File: src/rtl/mul_multicycle.sv
// Shift-add RV32M/RV64M multiplier, one multiplier bit per cycle: XLEN+1 cycles accept->out_valid (1 if an operand is zero).
// Result is held in DONE under arbitrary out_ready backpressure; in_ready only in IDLE, so no request overlaps a pending result.
module mul_multicycle #(
  parameter int XLEN = 32
) (
  input  logic            clk,
  input  logic            rst_b,
  input  logic            in_valid,
  output logic            in_ready,
  input  logic [1:0]      opcode,
  input  logic [XLEN-1:0] op1,
  input  logic [XLEN-1:0] op2,
  output logic            out_valid,
  input  logic            out_ready,
  output logic [XLEN-1:0] result
);

  localparam int CW = $clog2(XLEN);
  localparam logic [CW-1:0] LAST_CNT = CW'(XLEN - 1);

  localparam logic [1:0] OP_MUL    = 2'b00;
  localparam logic [1:0] OP_MULH   = 2'b01;
  localparam logic [1:0] OP_MULHU  = 2'b11;

  typedef enum logic [1:0] {IDLE, BUSY, DONE} state_t;

  typedef struct packed {
    logic [1:0] opc;
    logic       neg;
  } op_ctl_t;

  state_t            state;
  op_ctl_t           ctl;
  logic [XLEN-1:0]   mcand;
  logic [XLEN-1:0]   mplier;
  logic [2*XLEN-1:0] acc;
  logic [CW-1:0]     cnt;

  logic            op1_signed, op2_signed;
  logic            op1_neg, op2_neg;
  logic [XLEN-1:0] mag1, mag2;
  logic            any_zero;

  logic [XLEN:0]     sum;
  logic [XLEN:0]     upper;
  logic [2*XLEN-1:0] acc_shift;
  logic [2*XLEN-1:0] prod_final;

  // Operand conditioning for the accept cycle: sign flag and magnitudes.
  // The most negative value negates to itself, which is its correct unsigned magnitude.
  always_comb begin
    op1_signed = (opcode != OP_MULHU);
    op2_signed = (opcode == OP_MUL) || (opcode == OP_MULH);
    op1_neg    = op1_signed & op1[XLEN-1];
    op2_neg    = op2_signed & op2[XLEN-1];
    mag1       = op1_neg ? (~op1 + XLEN'(1)) : op1;
    mag2       = op2_neg ? (~op2 + XLEN'(1)) : op2;
    any_zero   = (op1 == '0) || (op2 == '0);
  end

  // One shift-add step: the carry out of the upper-half add becomes the new MSB.
  always_comb begin
    sum        = {1'b0, acc[2*XLEN-1:XLEN]} + {1'b0, mcand};
    upper      = mplier[0] ? sum : {1'b0, acc[2*XLEN-1:XLEN]};
    acc_shift  = {upper, acc[XLEN-1:1]};
    prod_final = ctl.neg ? (~acc_shift + (2*XLEN)'(1)) : acc_shift;
  end

  always_ff @(posedge clk) begin
    if (!rst_b) begin
      state  <= IDLE;
      ctl    <= '0;
      mcand  <= '0;
      mplier <= '0;
      acc    <= '0;
      cnt    <= '0;
      result <= '0;
    end else begin
      case (state)
        IDLE: begin
          if (in_valid) begin
            ctl.opc <= opcode;
            ctl.neg <= op1_neg ^ op2_neg;
            mcand   <= mag1;
            mplier  <= mag2;
            acc     <= '0;
            cnt     <= '0;
            if (any_zero) begin
              result <= '0;
              state  <= DONE;
            end else begin
              state  <= BUSY;
            end
          end
        end
        BUSY: begin
          acc    <= acc_shift;
          mplier <= mplier >> 1;
          cnt    <= cnt + CW'(1);
          if (cnt == LAST_CNT) begin
            result <= (ctl.opc == OP_MUL) ? prod_final[XLEN-1:0]
                                          : prod_final[2*XLEN-1:XLEN];
            state  <= DONE;
          end
        end
        DONE: begin
          if (out_ready) state <= IDLE;
        end
        default: state <= IDLE;
      endcase
    end
  end

  assign in_ready  = (state == IDLE);
  assign out_valid = (state == DONE);

endmodule
File: config.mk
export PLATFORM = sky130hd
export DESIGN_NAME = mul_multicycle
export DESIGN_NICKNAME = d
export VERILOG_FILES = /design/src/rtl/mul_multicycle.sv
export SDC_FILE = /design/constraint.sdc
export NUM_CORES = 1
export LEC_CHECK = 0
export BUFFER_PORTS_ARGS = -buffer_cell sky130_fd_sc_hd__buf_4
export CAP_MARGIN = 20
export CELL_PAD_IN_SITES_DETAIL_PLACEMENT = 1
export CELL_PAD_IN_SITES_GLOBAL_PLACEMENT = 1
export CORE_ASPECT_RATIO = 0.8
export CORE_UTILIZATION = 40
export CTS_CLUSTER_DIAMETER = 40
export DETAILED_ROUTE_END_ITERATION = 6
export PLACE_DENSITY_LB_ADDON = 0.05
export REMOVE_ABC_BUFFERS = 1
export SYNTH_ARGS = -nofsm -noshare
export SYNTH_HDL_FRONTEND = slang
export SYNTH_SLANG_ARGS = --single-unit
export TNS_END_PERCENT = 50
File: constraint.sdc
create_clock -name clk -period 11.45 [get_ports clk]
set_input_delay 2.29 -clock clk [delete_from_list [all_inputs] [get_ports clk]]
set_output_delay 2.29 -clock clk [all_outputs]
set_load 0.005 [all_outputs]
==> summary.md, run 1 <==
| Metric | Value |
|---|---|
| DRC Markers | `0` |
| Outcome | `completed` |
| CTS sink count | `~170` |
| Die Y | `158 µm` |
| Hold Path Class | `register to register` |
| Diodes inserted | `0` |
| Clock Latency Late Sink | `0.45 ns` |
| Final slew viol count | `0` |
| Worst R2R End | `result[29]` |
| Hold buffer count at CTS | `0` |
| DR vias | `12300` |
| Ys async rst share | `0%` |
| Reg clk slew, reported paths | `around 0.07 ns` |
| GR Util met3 | `about 4%` |
| Switch Pwr | `565 µW` |
| Setup Viol. Count Final | `0` |
| Clock root buffer | `clkbuf_16` |
| Static Leak | `5.50 nW` |
| ANT nets after route | `0` |
| Total GRT Usage | `a little over a quarter` |
| Worst Reg-to-Reg Cells | `13` |
| Final wirelength | `41.6 mm` |
| Number of CTS-inserted buffers | `17` |
| Tcrit/Tclk final | `49.2%` |
| Hold slack | `0.468 ns` |
| Setup CP Type | `primary input to register` |
| Die Footprint | `31100 µm²` |
| FMAX | `0.178 GHz` |
| P_int | `1.13 mW` |
| Placer Congestion | `about 0.86` |
| First-pass GRT wire length | `~67 mm` |
| Met1 Usage GRT | `38.8%` |
| Share of the synthesized area in the top cell type | `about 28%` |
| Post-synth EDFFs | `0` |
| Vias in the first global route | `between 10000 and 15000` |
| WL/cell | `slightly above 20 µm` |
| Synth warnings | `0` |
| Hold EP | `result[11]` |
| Met2 Use GR | `42.7%` |
| Core Footprint | `slightly below 30000 µm²` |
| Iter 0 DRT Violations | `599` |
| Seq/Total Area, Yosys | `27.8%` |
| Most frequent cells in the layout | `nand2_1, dfxtp_1, buf_4` |
| Hold Violations, Final | `0` |
| Syn-to-layout area delta | `13.1%` |
| Logic gate share of total power | `between 20% and 30%` |
| Leading area contributor after synthesis | `dfxtp_1` |
| Place WS | `roughly 5.4 ns` |
| Post-CTS Setup Bufs | `0` |
| CTS tree | `done` |
| Worst setup margin | `5.82 ns` |
| Synthesized area | `approximately 12000 µm²` |
| Cell area power density | `123 nW/µm²` |
| Setup_tns | `0 ns` |
| Fin Clk Skew | `0.00920 ns` |
| Yosys cell types | `80` |
| Number of max-cap violations | `0` |
| Initial Util | `41.1%` |
| Worst IR Drop VDD | `0.101 mV` |
| Worst-path maximum fanout | `23` |
| Ys flop type | `dfxtp_1` |
| DIE WIDTH | `197 µm` |
| Hold Startpoint | `result[11]` |
| Clock power share | `36.6%` |
| Rel. slew slack | `29.1%` |
| Final min period | `approximately 5.6 ns` |
| IO Count | `104` |
| Port bufs | `103` |
| Crit. End Element | `register` |
| Flop pwr share | `a little under two fifths` |
| Post-DP HPWL | `30.1 mm` |
| Measured slew at the worst slew-check pin | `1.05 ns` |
| WP data required | `~12 ns` |
| Syn Inst Count | `between 1500 and 2000` |
| Site Rows | `56` |
| Post-CTS sizing | `0` |
| Worst setup SP type | `primary input` |
| #FFs+latches synth | `169` |
| Congestion Overflow GR | `0` |
| Clock Path Buffers | `2` |
| RSZ-0062 raised after global routing | `no` |
| Initial antenna violation count | `0` |
| Largest net degree at the start of global routing | `102` |
| R2r setup slk | `6.11 ns` |
| Htree depth | `4` |
| Final #Nets | `1726` |
| DR pass1 iterations | `5` |
| Sw Share | `between 30% and 40%` |
| Dominant cells by area after synthesis | `dfxtp_1, nand2_1, a21oi_1, nor2b_1, a22oi_1` |
| CP Data Arrival Time | `5.96 ns` |
| Hold path cells | `2` |
| Layer with the highest usage | `met2` |
| Reg2Reg Launch Point | `mcand[0]` |
| Crit. Startpoint | `op2[0]` |
| Avg Cell Area, Syn | `between 7 and 8 µm²` |
| Vias per cell | `6.04` |
| Commonest non-fill, non-tap cell in the layout | `nand2_1` |
| Share of layout cells above drive strength 1 | `a little under an eighth` |
==> Yosys cell counts, types with 36 or more instances <==
| master | number |
|---|---|
| a21oi_1 | 115 |
| a22oi_1 | 66 |
| clkbuf_1 | 101 |
| dfxtp_1 | 169 |
| ha_1 | 37 |
| nand2_1 | 180 |
| nor2_1 | 110 |
| nor2b_1 | 92 |
| nor3_1 | 38 |
| o211a_1 | 36 |
| o21ai_0 | 96 |
| xor2_1 | 50 |
==> metal layers <==
metal  share of wire, %  up-vias  wire length (µm)
met5                  0        -                 0
met3                4.0       41              1660
met1                 50     6077             20900
met4                1.5        0               627
li1                   -     5943                 -
met2                 44      240             18300
==> power by group through the flow <==
stage                     logic (mW)  registers, mW  clock network (mW)
final                          0.434          0.638               0.619
after global routing           0.479          0.641               0.657
after CTS                      0.434          0.638               0.633
after detailed placement       0.432          0.651                   0
after global placement         0.421          0.651                   0
after floorplan                0.272          0.652                   0
==> worst max-delay path by stage <==
stage	to	slack, ns	cells past startpoint
after floorplan	result[29]	5.96	12
after global placement	result[29]	5.50	14
after detailed placement	result[29]	5.41	14
after CTS	result[29]	5.87	14
after global routing	result[29]	5.59	14
final	result[29]	5.82	14
==> through the flow <==
step / area [µm²] / std cells / utilization (%) / total power, mW
4_1_cts: 13800 / 2036 / 46.4 / 1.70
5_1_grt: 13800 / 2037 / 46.4 / 1.78
3_3_place_gp: 13100 / 2004 / 44.3 / 1.07
6_report: 13800 / 2037 / 46.4 / 1.69
3_5_place_dp: 13100 / 2004 / 44.3 / 1.08
2_1_floorplan: 11700 / 1478 / - / 0.923
==> final cells by class <==
class                      instances  area, µm²
clock inverter                    12        148
clock buffer                      20        467
inverter                          26       97.6
multi-input combinational       1283       8250
sequential                       169       3390
tap                              406        508
timing repair buffer             121        908
fill                            3695      15900
==> critical path: stages <==
cell and delay [ns]:
buf_4 0.12, inv_1 0.07, ha_1 0.16, or3b_2 0.47
or4_1 0.46, nand4b_1 0.36, nor3_1 0.51, nand3b_1 0.17
nand3_1 0.16, o211ai_1 0.10, buf_4 0.26, and2_1 0.41
a211oi_1 0.31, o21ai_1 0.09
==> logic make-up after synthesis <==
family                   count (synthesis)  synth area share (%)
AND/OR/NAND/NOR                        613                  26.0
AO/OA/AOI/OAI                          534                  30.3
flip-flops                             169                  27.8
buffers and inverters                  145                  4.58
XOR/XNOR                                84                  6.05
adder cells (fa/ha/maj)                 38                  3.97
multiplexers                            14                  1.31
==> flip-flops by register name, summed over array words and instances (netlist names) <==
| register | flops |
|---|---|
| mplier | 32 |
| ctl | 3 |
| acc | 63 |
| mcand | 32 |
| result | 32 |
| state | 2 |
| cnt | 5 |
Power figures use the tool's default switching activity.
==> run 2: changes to the inputs <==
==> constraint.sdc (replaced) <==
create_clock -name clk -period 5.1 [get_ports clk]
set_input_delay 1.02 -clock clk [delete_from_list [all_inputs] [get_ports clk]]
set_output_delay 1.02 -clock clk [all_outputs]
set_load 0.005 [all_outputs]
==> run 2 against run 1 <==
Die area stayed put; clock skew grew 0.0019 ns; largest cell class unchanged; highest routed layer unchanged; clock power up 110%.
==> summary.md, run 2 (same netlist as run 1, synthesis figures left out) <==
| Metric | Value |
|---|---|
| Syn-to-layout area delta | `13.5% (was 13.1%)` |
| Final slew viol count | `0 (unchanged)` |
| Final wirelength | `42.5 mm (was 41.6 mm)` |
| Core Footprint | `29600 µm² (unchanged)` |
| Post-CTS Setup Bufs | `0 (unchanged)` |
| Number of CTS-inserted buffers | `17 (unchanged)` |
| Crit path capture | `result[27] (was result[29])` |
| Cell area power density | `270 nW/µm² (was 123 nW/µm²)` |
| WP data required | `5.41 ns (was 11.78 ns)` |
| Hold Violations, Final | `0 (unchanged)` |
| RSZ-0062 raised after global routing | `no (unchanged)` |
| First-pass GRT wire length | `67.9 mm (was 66.7 mm)` |
| Vias in the first global route | `12200 (was 11900)` |
| Clock Latency Late Sink | `0.46 ns (was 0.45 ns)` |
| Site Rows | `56 (unchanged)` |
| CTS tree | `done (unchanged)` |
| Commonest non-fill, non-tap cell in the layout | `nand2_1 (unchanged)` |
| Crit. End Element | `register (unchanged)` |
| Iter 0 DRT Violations | `784 (was 599)` |
| CTS sink count | `169 (unchanged)` |
| Setup CP Type | `register to register (was primary input to register)` |
| Diodes inserted | `0 (unchanged)` |
| Reg2Reg Launch Point | `acc[32] (was mcand[0])` |
| Biggest register | `acc (unchanged)` |
| Setup Viol. Count Final | `0 (unchanged)` |
| Most frequent cells in the layout | `nand2_1, dfxtp_1, buf_4 (unchanged)` |
| Hold Path Class | `register to register (unchanged)` |
| Largest net degree at the start of global routing | `95 (was 102)` |
| R2r setup slk | `0.33 ns (was 6.11 ns)` |
| Placer Congestion | `0.857 (was 0.860)` |
| Setup_tns | `0 ns (unchanged)` |
| Worst Reg-to-Reg Cells | `13 (unchanged)` |
| Hold buffer count at CTS | `0 (unchanged)` |
| DIE WIDTH | `197 µm (unchanged)` |
| DRC Markers | `0 (unchanged)` |
| Power Total | `3.73 mW (was 1.69 mW)` |
| Crit. Startpoint | `acc[32] (was op2[0])` |
| ANT nets after route | `0 (unchanged)` |
| Clock Path Buffers | `2 (unchanged)` |
| Die Y | `158 µm (unchanged)` |
| DR pass1 iterations | `5 (unchanged)` |
| CP Data Arrival Time | `5.08 ns (was 5.96 ns)` |
| Final min period | `4.77 ns` |
| Reg clk slew, reported paths | `0.07 ns (about the same)` |
| Tcrit/Tclk final | `approximately 93%` |
| IO Count | `104 (unchanged)` |
| WL/cell | `20.7 µm (was 20.4 µm)` |
| Worst setup SP type | `register (was primary input)` |
| Port bufs | `103 (unchanged)` |
| Fin Clk Skew | `0.0111 ns (was 0.00920 ns)` |
| Outcome | `completed (unchanged)` |
| Static Leak | `5.54 nW (was 5.50 nW)` |
| Post-CTS sizing | `0 (unchanged)` |
| Worst R2R End | `result[27] (was result[29])` |
| Rel. slew slack | `27.1% (was 29.1%)` |
| Die Footprint | `31100 µm² (unchanged)` |
| Congestion Overflow GR | `0 (unchanged)` |
| Initial antenna violation count | `0 (unchanged)` |
| Clock root buffer | `clkbuf_16 (unchanged)` |
| DR vias | `12400 (was 12300)` |
| Final #Nets | `1739 (was 1726)` |
| Measured slew at the worst slew-check pin | `1.09 ns (was 1.05 ns)` |
| Htree depth | `4 (unchanged)` |
| Worst-path maximum fanout | `9 (was 23)` |
| Hold slack | `0.469 ns (was 0.468 ns)` |
| Post-DP HPWL | `30.9 mm (was 30.1 mm)` |
| Number of max-cap violations | `0 (unchanged)` |
| Max reg flops | `63 (unchanged)` |
| FMAX | `0.210 GHz` |
| Initial Util | `41.1% (unchanged)` |
| Worst IR Drop VDD | `0.215 mV (was 0.101 mV)` |
| Share of layout cells above drive strength 1 | `12.3% (was 11.7%)` |
| Total GRT Usage | `27.8% (was 27.3%)` |
| Vias per cell | `6.04 (about the same)` |
run 2: area by class of cell:
class,count,area (µm²)
multi-input cells,1283,8250
fillers,3680,15800
clock buffers,20,447
well taps,406,508
repair buffers,134,1010
flip-flops and latches,169,3390
clock inverters,12,125
inverters,26,97.6
run 2: how the worst min path moves through the flow:
stage	start	end	slack [ns]	cells after the start
6_report	result[11]	result[11]	0.47	2
5_1_grt	result[26]	result[26]	0.50	2
4_1_cts	result[11]	result[11]	0.47	2
3_5_place_dp	result[25]	result[25]	0.46	2
3_3_place_gp	result[24]	result[24]	0.46	2
2_1_floorplan	result[17]	result[17]	0.44	2
run 2: layer usage:
metal  global-route usage (%)  part of all wire [%]  vias up
li1                         -                     -     5969
met1                     39.7                    50     6181
met2                     44.7                    45      193
met3                     3.47                   3.1       35
met4                     5.54                   1.1        0
met5                        0                     0        -
run 2: per-stage QoR:
| stage | worst slack, ns | cell area [µm²] | utilization, % | cells |
|---|---|---|---|---|
| floorplan | 0.120 | 11700 | - | 1478 |
| global placement | 0.550 | 13200 | 44.7 | 2017 |
| detailed placement | 0.404 | 13200 | 44.7 | 2017 |
| CTS | 0.351 | 13800 | 46.6 | 2049 |
| global route | 0.0788 | 13800 | 46.6 | 2050 |
| finish | 0.332 | 13800 | 46.6 | 2050 |
run 2: worst max-delay path, cell delays in order, from the launching register on:
cell and delay, ns:
dfxtp_1 0.33, ha_1 0.23, fa_1 0.43, a211oi_2 0.32, o21ai_1 0.25, a221oi_1 0.38, o311ai_1 0.27, or4_4 0.49
o21bai_4 0.21, or4_1 0.48, or3_1 0.58, o31ai_2 0.33, xor2_1 0.19, o221ai_1 0.14
run 2: power by group:
group	total (mW)	internal, mW	switching (mW)
Sequential	1.44	1.39	0.0559
Combinational	0.972	0.343	0.629
Clock	1.32	0.731	0.590
